File: src/rtl/tron_pkg.sv
// Shared encodings for the control path: FSM states, writeback bus selects,
// opcode/ext fields and the decoded instruction class.
package tron_pkg;

  typedef enum logic [2:0] {
    ST_FETCH  = 3'b000,
    ST_DECODE = 3'b001,
    ST_EXEC   = 3'b010,
    ST_MEM    = 3'b011,
    ST_WB     = 3'b100
  } state_t;

  localparam logic [2:0] BUS_ALU   = 3'b000;
  localparam logic [2:0] BUS_SHIFT = 3'b001;
  localparam logic [2:0] BUS_IMM   = 3'b010;
  localparam logic [2:0] BUS_MEM   = 3'b011;
  localparam logic [2:0] BUS_PC    = 3'b100;
  localparam logic [2:0] BUS_REGB  = 3'b101;

  localparam logic [3:0] OP_RALU    = 4'b0000;
  localparam logic [3:0] OP_SPECIAL = 4'b0100;
  localparam logic [3:0] OP_SHIFT   = 4'b1000;
  localparam logic [3:0] OP_BCOND   = 4'b1100;
  localparam logic [3:0] OP_MOVI    = 4'b1101;

  localparam logic [3:0] EXT_LOAD  = 4'b0000;
  localparam logic [3:0] EXT_STOR  = 4'b0100;
  localparam logic [3:0] EXT_JAL   = 4'b1000;
  localparam logic [3:0] EXT_JCOND = 4'b1100;

  typedef enum logic [3:0] {
    CL_NOP,
    CL_ALU,
    CL_SHIFT,
    CL_MOVI,
    CL_LOAD,
    CL_STOR,
    CL_JAL,
    CL_JCOND,
    CL_BCOND
  } cls_t;

  function automatic logic is_mem_class(input cls_t c);
    return (c == CL_LOAD) || (c == CL_STOR);
  endfunction

endpackage

File: src/rtl/control_fsm_if.sv
// Signal bundle between the datapath and the control FSM. The FSM side uses
// the slave modport; the datapath (or bench) drives instr/condTrue/memReady.
interface control_fsm_if;
  logic [15:0] instr;
  logic        condTrue;
  logic        memReady;
  logic [2:0]  busSel;
  logic        irWrite;
  logic        regWrite;
  logic        memWrite;
  logic        pcWrite;
  logic        pcBranch;
  logic        addrSel;
  logic [2:0]  state;

  modport master (
    output instr, condTrue, memReady,
    input  busSel, irWrite, regWrite, memWrite, pcWrite, pcBranch, addrSel, state
  );

  modport slave (
    input  instr, condTrue, memReady,
    output busSel, irWrite, regWrite, memWrite, pcWrite, pcBranch, addrSel, state
  );
endinterface

File: src/rtl/instr_decode.sv
// Pure combinational classification of an instruction word into its
// execution class; only opcode and ext fields matter.
module instr_decode
  import tron_pkg::*;
(
  input  logic [15:0] i_instr,
  output cls_t        o_class
);

  logic [3:0] w_op;
  logic [3:0] w_ext;
  logic       w_unused_fields;

  assign w_op            = i_instr[15:12];
  assign w_ext           = i_instr[7:4];
  assign w_unused_fields = ^{i_instr[11:8], i_instr[3:0]};

  always_comb begin
    o_class = CL_ALU;
    case (w_op)
      OP_RALU:  o_class = CL_ALU;
      OP_SHIFT: o_class = CL_SHIFT;
      OP_MOVI:  o_class = CL_MOVI;
      OP_BCOND: o_class = CL_BCOND;
      OP_SPECIAL: begin
        case (w_ext)
          EXT_LOAD:  o_class = CL_LOAD;
          EXT_STOR:  o_class = CL_STOR;
          EXT_JAL:   o_class = CL_JAL;
          EXT_JCOND: o_class = CL_JCOND;
          default:   o_class = CL_NOP;
        endcase
      end
      default:  o_class = CL_ALU;
    endcase
  end

endmodule

File: src/rtl/control_fsm.sv
// Multi-cycle control FSM: FETCH -> DECODE -> EXEC/MEM -> (WB) -> FETCH.
// Outputs are Moore-style from state and the class latched in DECODE.
module control_fsm
  import tron_pkg::*;
(
  input  logic clk,
  input  logic reset,
  control_fsm_if.slave bus
);

  state_t r_state;
  cls_t   r_class;
  state_t w_next;
  cls_t   w_dec_class;

  instr_decode u_decode (
    .i_instr (bus.instr),
    .o_class (w_dec_class)
  );

  always_ff @(posedge clk or posedge reset) begin
    if (reset) begin
      r_state <= ST_FETCH;
      r_class <= CL_NOP;
    end else begin
      r_state <= w_next;
      if (r_state == ST_DECODE) r_class <= w_dec_class;
    end
  end

  always_comb begin
    w_next = ST_FETCH;
    case (r_state)
      ST_FETCH:  w_next = ST_DECODE;
      ST_DECODE: begin
        if (w_dec_class == CL_NOP)          w_next = ST_FETCH;
        else if (is_mem_class(w_dec_class)) w_next = ST_MEM;
        else                                w_next = ST_EXEC;
      end
      ST_EXEC:   w_next = (r_class == CL_JAL) ? ST_WB : ST_FETCH;
      ST_MEM: begin
        if (!bus.memReady)           w_next = ST_MEM;
        else if (r_class == CL_LOAD) w_next = ST_WB;
        else                         w_next = ST_FETCH;
      end
      ST_WB:     w_next = ST_FETCH;
      default:   w_next = ST_FETCH;
    endcase
  end

  // Reset gates the enables directly so they drop without waiting for a clock.
  always_comb begin
    bus.busSel   = BUS_ALU;
    bus.irWrite  = 1'b0;
    bus.regWrite = 1'b0;
    bus.memWrite = 1'b0;
    bus.pcWrite  = 1'b0;
    bus.pcBranch = 1'b0;
    bus.addrSel  = 1'b0;
    if (!reset) begin
      case (r_state)
        ST_FETCH: begin
          bus.irWrite = 1'b1;
          bus.pcWrite = 1'b1;
        end
        ST_EXEC: begin
          case (r_class)
            CL_ALU:   bus.regWrite = 1'b1;
            CL_SHIFT: begin
              bus.busSel   = BUS_SHIFT;
              bus.regWrite = 1'b1;
            end
            CL_MOVI: begin
              bus.busSel   = BUS_IMM;
              bus.regWrite = 1'b1;
            end
            CL_JAL: begin
              bus.busSel   = BUS_PC;
              bus.regWrite = 1'b1;
            end
            CL_JCOND, CL_BCOND: begin
              bus.pcWrite  = bus.condTrue;
              bus.pcBranch = 1'b1;
            end
            default: ;
          endcase
        end
        ST_MEM: begin
          bus.addrSel  = 1'b1;
          bus.memWrite = (r_class == CL_STOR);
        end
        ST_WB: begin
          if (r_class == CL_LOAD) begin
            bus.busSel   = BUS_MEM;
            bus.regWrite = 1'b1;
          end else if (r_class == CL_JAL) begin
            bus.pcWrite  = 1'b1;
            bus.pcBranch = 1'b1;
          end
        end
        default: ;
      endcase
    end
  end

  assign bus.state = r_state;

endmodule

File: src/flat_wrapper.sv
// flat-port wrapper written by rule: the top's interface ports become plain ports
module control_fsm_flat import tron_pkg::*;
  (clk, reset, bus_instr, bus_condTrue, bus_memReady, bus_busSel, bus_irWrite, bus_regWrite, bus_memWrite, bus_pcWrite, bus_pcBranch, bus_addrSel, bus_state);
  control_fsm_if bus_i ();
  input  logic clk;
  input  logic reset;
  input wire logic [$bits(bus_i.instr)-1:0] bus_instr;
  input wire logic [$bits(bus_i.condTrue)-1:0] bus_condTrue;
  input wire logic [$bits(bus_i.memReady)-1:0] bus_memReady;
  output wire logic [$bits(bus_i.busSel)-1:0] bus_busSel;
  output wire logic [$bits(bus_i.irWrite)-1:0] bus_irWrite;
  output wire logic [$bits(bus_i.regWrite)-1:0] bus_regWrite;
  output wire logic [$bits(bus_i.memWrite)-1:0] bus_memWrite;
  output wire logic [$bits(bus_i.pcWrite)-1:0] bus_pcWrite;
  output wire logic [$bits(bus_i.pcBranch)-1:0] bus_pcBranch;
  output wire logic [$bits(bus_i.addrSel)-1:0] bus_addrSel;
  output wire logic [$bits(bus_i.state)-1:0] bus_state;
  assign bus_i.instr = bus_instr;
  assign bus_i.condTrue = bus_condTrue;
  assign bus_i.memReady = bus_memReady;
  assign bus_busSel = bus_i.busSel;
  assign bus_irWrite = bus_i.irWrite;
  assign bus_regWrite = bus_i.regWrite;
  assign bus_memWrite = bus_i.memWrite;
  assign bus_pcWrite = bus_i.pcWrite;
  assign bus_pcBranch = bus_i.pcBranch;
  assign bus_addrSel = bus_i.addrSel;
  assign bus_state = bus_i.state;
  control_fsm u_core (.clk(clk), .reset(reset), .bus(bus_i));
endmodule
File: config.mk
export PLATFORM = sky130hd
export DESIGN_NAME = control_fsm_flat
export DESIGN_NICKNAME = d
export VERILOG_FILES = /design/src/rtl/tron_pkg.sv /design/src/rtl/control_fsm_if.sv /design/src/rtl/instr_decode.sv /design/src/rtl/control_fsm.sv /design/src/flat_wrapper.sv
export SDC_FILE = /design/constraint.sdc
export NUM_CORES = 1
export LEC_CHECK = 0
export ABC_AREA = 1
export BUFFER_PORTS_ARGS = -buffer_cell sky130_fd_sc_hd__buf_2
export CAP_MARGIN = 20
export CORE_MARGIN = 2
export CORE_UTILIZATION = 39
export CTS_CLUSTER_DIAMETER = 80
export DETAILED_ROUTE_END_ITERATION = 10
export PLACE_DENSITY = 0.71
export SLEW_MARGIN = 20
export SYNTH_ARGS = -nofsm -noshare
export SYNTH_HDL_FRONTEND = slang
export SYNTH_HIERARCHICAL = 1
export SYNTH_SLANG_ARGS = --single-unit
File: constraint.sdc
create_clock -name clk -period 3.05 [get_ports clk]
set_input_delay 0.4575 -clock clk [delete_from_list [all_inputs] [get_ports clk]]
set_output_delay 0.4575 -clock clk [all_outputs]
set_load 0.02 [all_outputs]
==> results of run 1 <==
==> cell usage in the layout, fill, tap and decap left out, types with 2 or more instances in the layout <==
cell      count
nand2_1      22
nor2_2        3
inv_2         3
nor3_1        3
inv_1        13
clkbuf_4      3
o21ai_0       5
nand3_2       3
nand3b_1      2
a21oi_1       3
nand3_1       6
nor2_1       10
buf_2        23
dfrtp_1       7
==> power by group <==
group | leakage [nW] | total, mW | internal (mW) | switching (mW)
Sequential | 0.0912 | 0.160 | 0.123 | 0.0367
Combinational | 0.293 | 0.238 | 0.0798 | 0.158
Clock | 0.0150 | 0.0795 | 0.0496 | 0.0298
Total | 0.399 | 0.478 | 0.252 | 0.225
==> area by class of cell <==
class / count / area (µm²) / area share, %
multi-input combinational: 68 / 359.1 / 47.52
sequential: 7 / 175.2 / 23.18
tap: 16 / 20.02 / 2.649
inverter: 16 / 60.06 / 7.947
clock buffer: 4 / 26.28 / 3.477
timing repair buffer: 23 / 115.1 / 15.23
==> state kept, by name, summed over array words and instances (netlist names) <==
| signal | flops |
|---|---|
| u_core/r_class | 4 |
| u_core/bus.state | 3 |
==> logic make-up (layout without fill, tap and decap cells) <==
logic type,count (synthesis),after routing,synth area share (%)
simple gates,56,56,48.75
buf+inv,17,43,10.67
compound gates,12,12,11.30
flops,7,7,29.29
==> stage by stage <==
step	setup WS, ns	utilization, %	area (µm²)	hold slack (ns)
6_report	1.115	51.36	755.7	0.2302
5_1_grt	0.9693	51.36	755.7	0.2520
3_5_place_dp	1.380	49.57	729.5	0.4920
3_3_place_gp	1.399	49.57	729.5	0.4815
4_1_cts	1.111	51.36	755.7	0.2263
2_1_floorplan	1.279	-	598.1	0.4649
==> path summary, 6_finish.rpt <==
check	slack (ns)	cells after the start	endpoint
min in group clk	0.50	3	u_core/bus.state[2]
max reg2reg	1.94	5	u_core/bus.state[2]
min	0.23	2	u_core/bus.state[0]
max	1.12	4	bus_regWrite
max in group asynchronous	2.58	2	u_core/r_class[2]
min reg2reg	0.64	2	u_core/r_class[2]
==> layer usage <==
layer  share of wire, %  vias up  routed length [µm]  global-route usage (%)
met3                6.6        0                  85                   3.830
li1                   -      348                   -                       -
met5                  0        -                   0                       0
met4                  0        0                   0                   9.091
met2                 48       24                 625                   25.07
met1                 45      268                 582                   19.89
==> reports/qor.yml, run 1 <==
netlist_instances: 92
hold_class: "primary input to async pin"
ctsResizeCount: 0
ys_ff_latch: 7
diodes: 0
synth_area_leader_cell: "dfrtp_1"
outcome: "completed"
ys_seq_area_share_pct: 29.29
postCtsSetupRepairBufs: 0
ctsHtreeMaxLevel: 1
grt_pass1_vias: 576
drc: 0
grt_max_degree: 11
die_w_um: 43.16
fill_cells: 170
leakagePower_nw: 0.3987
ys.flop_type: "dfrtp_1"
antenna_found_initial: 0
die-area_um2: 1863
vias: 640
postCtsHoldBufs: 0
dpl.cell_count: 130
synth-edff-count: 0
postSynth.asyncResetShare_pct: 100.0
path_cells: "nor3_1 > nand2_1 > a31oi_1 > buf_2"
ys_top_cells_by_area: "dfrtp_1, nand2_1, inv_1, nor2_1, nand3_1"
worst-path-buf-inv: 1
ant_nets: 0
maxSlewViolCount: 0
start_util_pct: 40.65
crit_type: "flop to primary output"
syn_to_final_growth_pct: 26.36
routed_wirelength_um: 1292
clk_pin_slew_ns: 0.05
slew_headroom_pct: 75.38
die_h_um: 43.16
max_freq_mhz: 516.9
netlist_area_um2: 598.1
drive_gt1_share_pct: 33.90
std_cell_rows: 14
final.setup.tns_ns: 0
gp_congestion: 0.8057
setup_viol: 0
final_nets: 139
grt_use_total_pct: 16.02
tritoncts: "done"
vias_per_cell: 4.776
cpMaxStageDelayCell: "dfrtp_1"
pin_count: 32
place.port_buffers: 23
end_kind: "primary output"
ys_types: 24
finClkSkew_ns: 0.0008611
critical_path.top_delay_family: "flip-flops"
drt_pre_antenna_iters: 4
drt_iter0_drc: 11
grt_overflow: 0
worstPathArrival_ns: 1.48
power_uw: 477.6
startpoint: "u_core/bus.state[1]"
numClockSinks: 7
crit_required_ns: 2.59
fin_cells: 134
root_buffer: "clkbuf_4"
cts_buffer_depth: 2
grt_pass1_wl_um: 2214
reg2reg_from: "u_core/r_class[0]"
synth_area_per_cell_um2: 6.501
tightest_slew_ns: 0.3665
synth_nets: 112
synth.top_cell.area_share_pct: 29.29
maxCapViolations: 0
fin_crit_ns: 1.935
rsz0062_at_grt: "false"
start_kind: "flop"
ys_warn_count: 6
wl_per_cell_um: 9.642
p_per_area_nw_per_um2: 631.9
hpwlAfterDp_um: 1103
slowest_delay_ns: 0.46
worstPathMaxFanout: 6
core-area_um2: 1471
hold_viol: 0
clkLatencyLatePin_ns: 0.24
numCtsBuffers: 3
yosysMostFrequentCell: "nand2_1"
worst_ir_drop_vdd_mv: 0.2833
period_share_pct: 63.44
synth_commonest_cells: "nand2_1, inv_1, nor2_1, dfrtp_1, nand3_1"
Note: power is estimated with default switching activity, not from simulation.
==> run 2: changes to the inputs <==
- clock period: 3.05 -> 1.9 ns (I/O delays scaled with it)
==> run 2 against run 1 <==
Cell count stayed put. Critical path depth stayed put. Sequential share of layout area is 0.076 points lower. Die area stayed put. Clock-buffer cell count stayed put. Non-clock buffer count stayed put.
==> reports/qor.yml, run 2 (synthesis results as in run 1) <==
wl_per_cell_um: 9.769
vias: 650
routed_wirelength_um: 1309
largest_reg_flops: 4
rsz0062_at_grt: "false"
diodes: 0
intPower_uw: 408.3
outcome: "completed"
die_h_um: 43.16
std_cell_rows: 14
worstPathArrival_ns: 1.49
die_w_um: 43.16
hpwlAfterDp_um: 1127
clk_pin_slew_ns: 0.05
p_per_area_nw_per_um2: 1022
worst_ir_drop_vdd_mv: 0.4239
clkLatencyLatePin_ns: 0.25
final_nets: 139
core-area_um2: 1471
tightest_slew_ns: 0.3441
p_seq_share_pct: 33.3
end_kind: "primary output"
grt_overflow: 0
antenna_found_initial: 0
worst-r2r-cell-count: 5
syn_to_final_growth_pct: 26.78
p_sw_share_pct: 47.31
setup_viol: 0
postCtsHoldBufs: 0
die-area_um2: 1863
drt_iter0_drc: 11
layout_common_cells: "buf_2, nand2_1, inv_1, nor2_1, dfrtp_1"
vias_per_cell: 4.851
drc: 0
leakagePower_nw: 0.3988
root_buffer: "clkbuf_4"
slew_headroom_pct: 76.89
power.share.clock_pct: 17.0
switchingPower_uw: 366.6
grt_pass1_vias: 579
cts_buffer_depth: 2
regToRegSetupSlack_ns: 0.79
worstPathMaxFanout: 6
crit_required_ns: 1.62
numClockSinks: 7
place.port_buffers: 23
max_freq_mhz: 564.6
drt_pre_antenna_iters: 4
start_util_pct: 40.65
slowest_delay_ns: 0.46
p_comb_share_pct: 49.7
fin_crit_ns: 1.771
ant_nets: 0
maxSlewViolCount: 0
pin_count: 32
start_kind: "flop"
top_register: "u_core/r_class"
maxCapViolations: 0
r2r-end: "u_core/bus.state[2]"
hold_class: "primary input to async pin"
reg2reg_from: "u_core/r_class[0]"
crit_type: "flop to primary output"
ctsHtreeMaxLevel: 1
period_share_pct: 93.23
startpoint: "u_core/bus.state[1]"
cpMaxStageDelayCell: "dfrtp_1"
grt_pass1_wl_um: 2194
numCtsBuffers: 3
setup_ws_ns: 0.1287
layout_commonest_cell: "buf_2"
final.setup.tns_ns: 0
hold_viol: 0
finClkSkew_ns: 0.003268
drive_gt1_share_pct: 34.75
pre_cts_ws_ns: 0.4043
grt_max_degree: 11
grt_use_total_pct: 15.75
tritoncts: "done"
gp_congestion: 0.8056
path_cells: "nor3_1 > nand2_1 > a31oi_1 > buf_2"
## run 2: final cells by class
class / count / area (µm²)
fillers: 163 / 713.2
multi-input cells: 68 / 361.6
flip-flops and latches: 7 / 175.2
repair buffers: 23 / 115.1
inverters: 16 / 60.06
clock buffers: 4 / 26.28
well taps: 16 / 20.02
## run 2: timing repair
item	4_1_cts	5_1_grt
setup buffers	0	0
endpoints found under the hold margin	0	0
setup endpoints to repair	0	1
resized for setup	0	1
## run 2: worst max path at each step
| stage | to | slack (ns) | cells after the start |
|---|---|---|---|
| after floorplan | bus_regWrite | 0.30 | 4 |
| after global placement | bus_regWrite | 0.42 | 4 |
| after detailed placement | bus_regWrite | 0.40 | 4 |
| after CTS | bus_regWrite | 0.13 | 4 |
| after global routing | bus_regWrite | 0.01 | 4 |
| final | bus_regWrite | 0.13 | 4 |
## run 2: worst max-delay path: cells and delay by family (launching register included)
kind | cells | cell delay, ns
buffers and inverters | 1 | 0.18
DFF | 1 | 0.46
AOI/OAI and AO/OA | 1 | 0.17
and+or+nand+nor | 2 | 0.43
## run 2: power groups by stage
stage | Sequential [mW] | Clock [mW] | Combinational, mW
finish | 0.258 | 0.132 | 0.385
global route | 0.269 | 0.145 | 0.434
CTS | 0.255 | 0.136 | 0.382
detailed placement | 0.257 | 0 | 0.381
global placement | 0.254 | 0 | 0.377
floorplan | 0.276 | 0 | 0.257
## run 2: per-layer routing
metal	up-vias	GRT usage (%)	share of wire [%]
li1	349	-	-
met2	24	28.36	51
met3	2	2.553	6.7
met4	0	7.273	0.61
met1	275	17.72	42
met5	-	0	0
## run 2: stage by stage
step	total power, mW	util (%)	hold slack [ns]	std cells	instance area, µm²
floorplan	0.5327	-	0.2924	92	598.1
global placement	0.6310	49.57	0.3091	130	729.5
finish	0.7748	51.53	0.03570	134	758.2
detailed placement	0.6384	49.57	0.3115	130	729.5
CTS	0.7732	51.36	0.04518	134	755.7
global route	0.8486	51.53	0.07822	134	758.2
==> run 3: changes to the inputs <==
- BUFFER_PORTS_ARGS: -buffer_cell sky130_fd_sc_hd__buf_2 -> default
- DONT_BUFFER_PORTS: default -> 1
- PLACE_DENSITY: 0.71 -> default
==> run 3 against run 2 <==
Register-to-register slack lost 0.09 ns. Sequential power grew 4%. Worst hold slack gained 0.17 ns. Clock power is essentially flat.
==> reports/qor.yml, run 3 (synthesis results as in run 1) <==
outcome: "completed"
clkLatencyLatePin_ns: 0.24
startpoint: "u_core/bus.state[0]"
setup_viol: 0
antenna_found_initial: 0
worstPathMaxFanout: 4
root_buffer: "clkbuf_4"
numCtsBuffers: 3
numClockSinks: 7
std_cell_rows: 14
grt_overflow: 0
largest_reg_flops: 4
max_freq_mhz: 577.4
vias: 626
dpl.cell_count: 114
grt_pass1_wl_um: 2111
worst-r2r-cell-count: 4
finalInstanceArea_um2: 704.4
die_w_um: 43.16
vias_per_cell: 5.261
drt_iter0_drc: 8
rsz0062_at_grt: "false"
crit_required_ns: 1.62
layout_commonest_cell: "nand2_1"
die-area_um2: 1863
cpMaxStageDelayCell: "dfrtp_2"
placed_area_um2: 666.9
core-area_um2: 1471
gp_congestion: 0.8204
slowest_delay_ns: 0.47
maxCapViolations: 0
postCtsSetupRepairBufs: 0
start_kind: "flop"
hold_viol: 0
r2r-end: "u_core/bus.state[0]"
end_kind: "primary output"
drt_pre_antenna_iters: 4
pin_count: 32
final_nets: 124
regToRegSetupSlack_ns: 0.70
fill_cells: 159
drc: 0
clk_pin_slew_ns: 0.05
period_share_pct: 91.15
place.port_buffers: 0
slew_headroom_pct: 74.45
worstPathArrival_ns: 1.45
final.setup.tns_ns: 0
die_h_um: 43.16
wl_per_cell_um: 10.68
worst-path-buf-inv: 2
tightest_slew_ns: 0.3819
fin_crit_ns: 1.732
grt_pass1_vias: 558
critical_path.top_delay_family: "flip-flops"
endpoint: "bus_busSel[0]"
hold_class: "primary input to flop"
top_register: "u_core/r_class"
grt_use_total_pct: 15.03
path_depth: 6
leakagePower_nw: 0.3323
hpwlAfterDp_um: 1068
p_per_area_nw_per_um2: 1055
diodes: 0
routed_wirelength_um: 1271
maxSlewViolCount: 0
grt_max_degree: 11
fin_cells: 119
cts_buffer_depth: 2
reg2reg_from: "u_core/bus.state[2]"
ctsHtreeMaxLevel: 1
layout_common_cells: "nand2_1, inv_1, nor2_1, buf_4"
ant_nets: 0
path_cells: "inv_2 > nand3_2 > nor2_2 > nand3_1 > a21oi_1 > buf_4"
tritoncts: "done"
finClkSkew_ns: 0.002661
syn_to_final_growth_pct: 17.78
worst_ir_drop_vdd_mv: 0.5386
crit_type: "flop to primary output"
drive_gt1_share_pct: 25.24
start_util_pct: 40.65
## run 3: cell types whose count changed in the layout (fill, tap and decap cells not counted), sizes merged
cell,previous run,this run
dlygate4sd3,0,1
buf,23,7
## run 3: layout make-up
class / count / area (µm²) / area share [%]
multi-input cells: 68 / 359.1 / 50.98
clock buffers: 4 / 26.28 / 3.730
inverters: 16 / 60.06 / 8.526
repair buffers: 8 / 62.56 / 8.881
flip-flops and latches: 7 / 176.4 / 25.04
well taps: 16 / 20.02 / 2.842
## run 3: timing repair
| action | 4_1_cts | 5_1_grt |
|---|---|---|
| endpoints found under the hold margin | 7 | 0 |
| resized for setup | 0 | 2 |
| endpoints found under the setup margin | 0 | 4 |
| hold buffers | 1 | 0 |
## run 3: stage by stage
stage	worst slack (ns)	total power, mW	utilization, %	hold WS [ns]
after floorplan	0.3018	0.5327	-	0.2924
after global placement	0.3374	0.6011	45.32	0.1258
after detailed placement	0.3467	0.6077	45.32	0.1293
after CTS	0.08088	0.7411	47.79	0.1984
after global routing	0.01706	0.8050	47.87	0.2270
final	0.1681	0.7433	47.87	0.2036
## run 3: routing by layer
metal	global-route usage (%)	part of all wire, %
met3	2.128	7.2
met5	0	0
met1	16.89	43
met4	9.091	0
met2	26.27	50
## run 3: worst min path at each step
stage | from | endpoint | slack, ns | cells past startpoint
detailed placement | reset | u_core/bus.state[0] | 0.13 | 1
finish | bus_memReady | u_core/bus.state[2] | 0.20 | 2
floorplan | reset | u_core/bus.state[0] | 0.29 | 2
global placement | reset | u_core/bus.state[0] | 0.13 | 1
global route | bus_memReady | u_core/bus.state[2] | 0.23 | 2
CTS | bus_memReady | u_core/bus.state[2] | 0.20 | 2
## run 3: power by group
group          internal, mW  total (mW)  switching (mW)
combinational         0.113       0.344           0.231
clock                0.0799       0.130          0.0503
sequential            0.200       0.269          0.0696
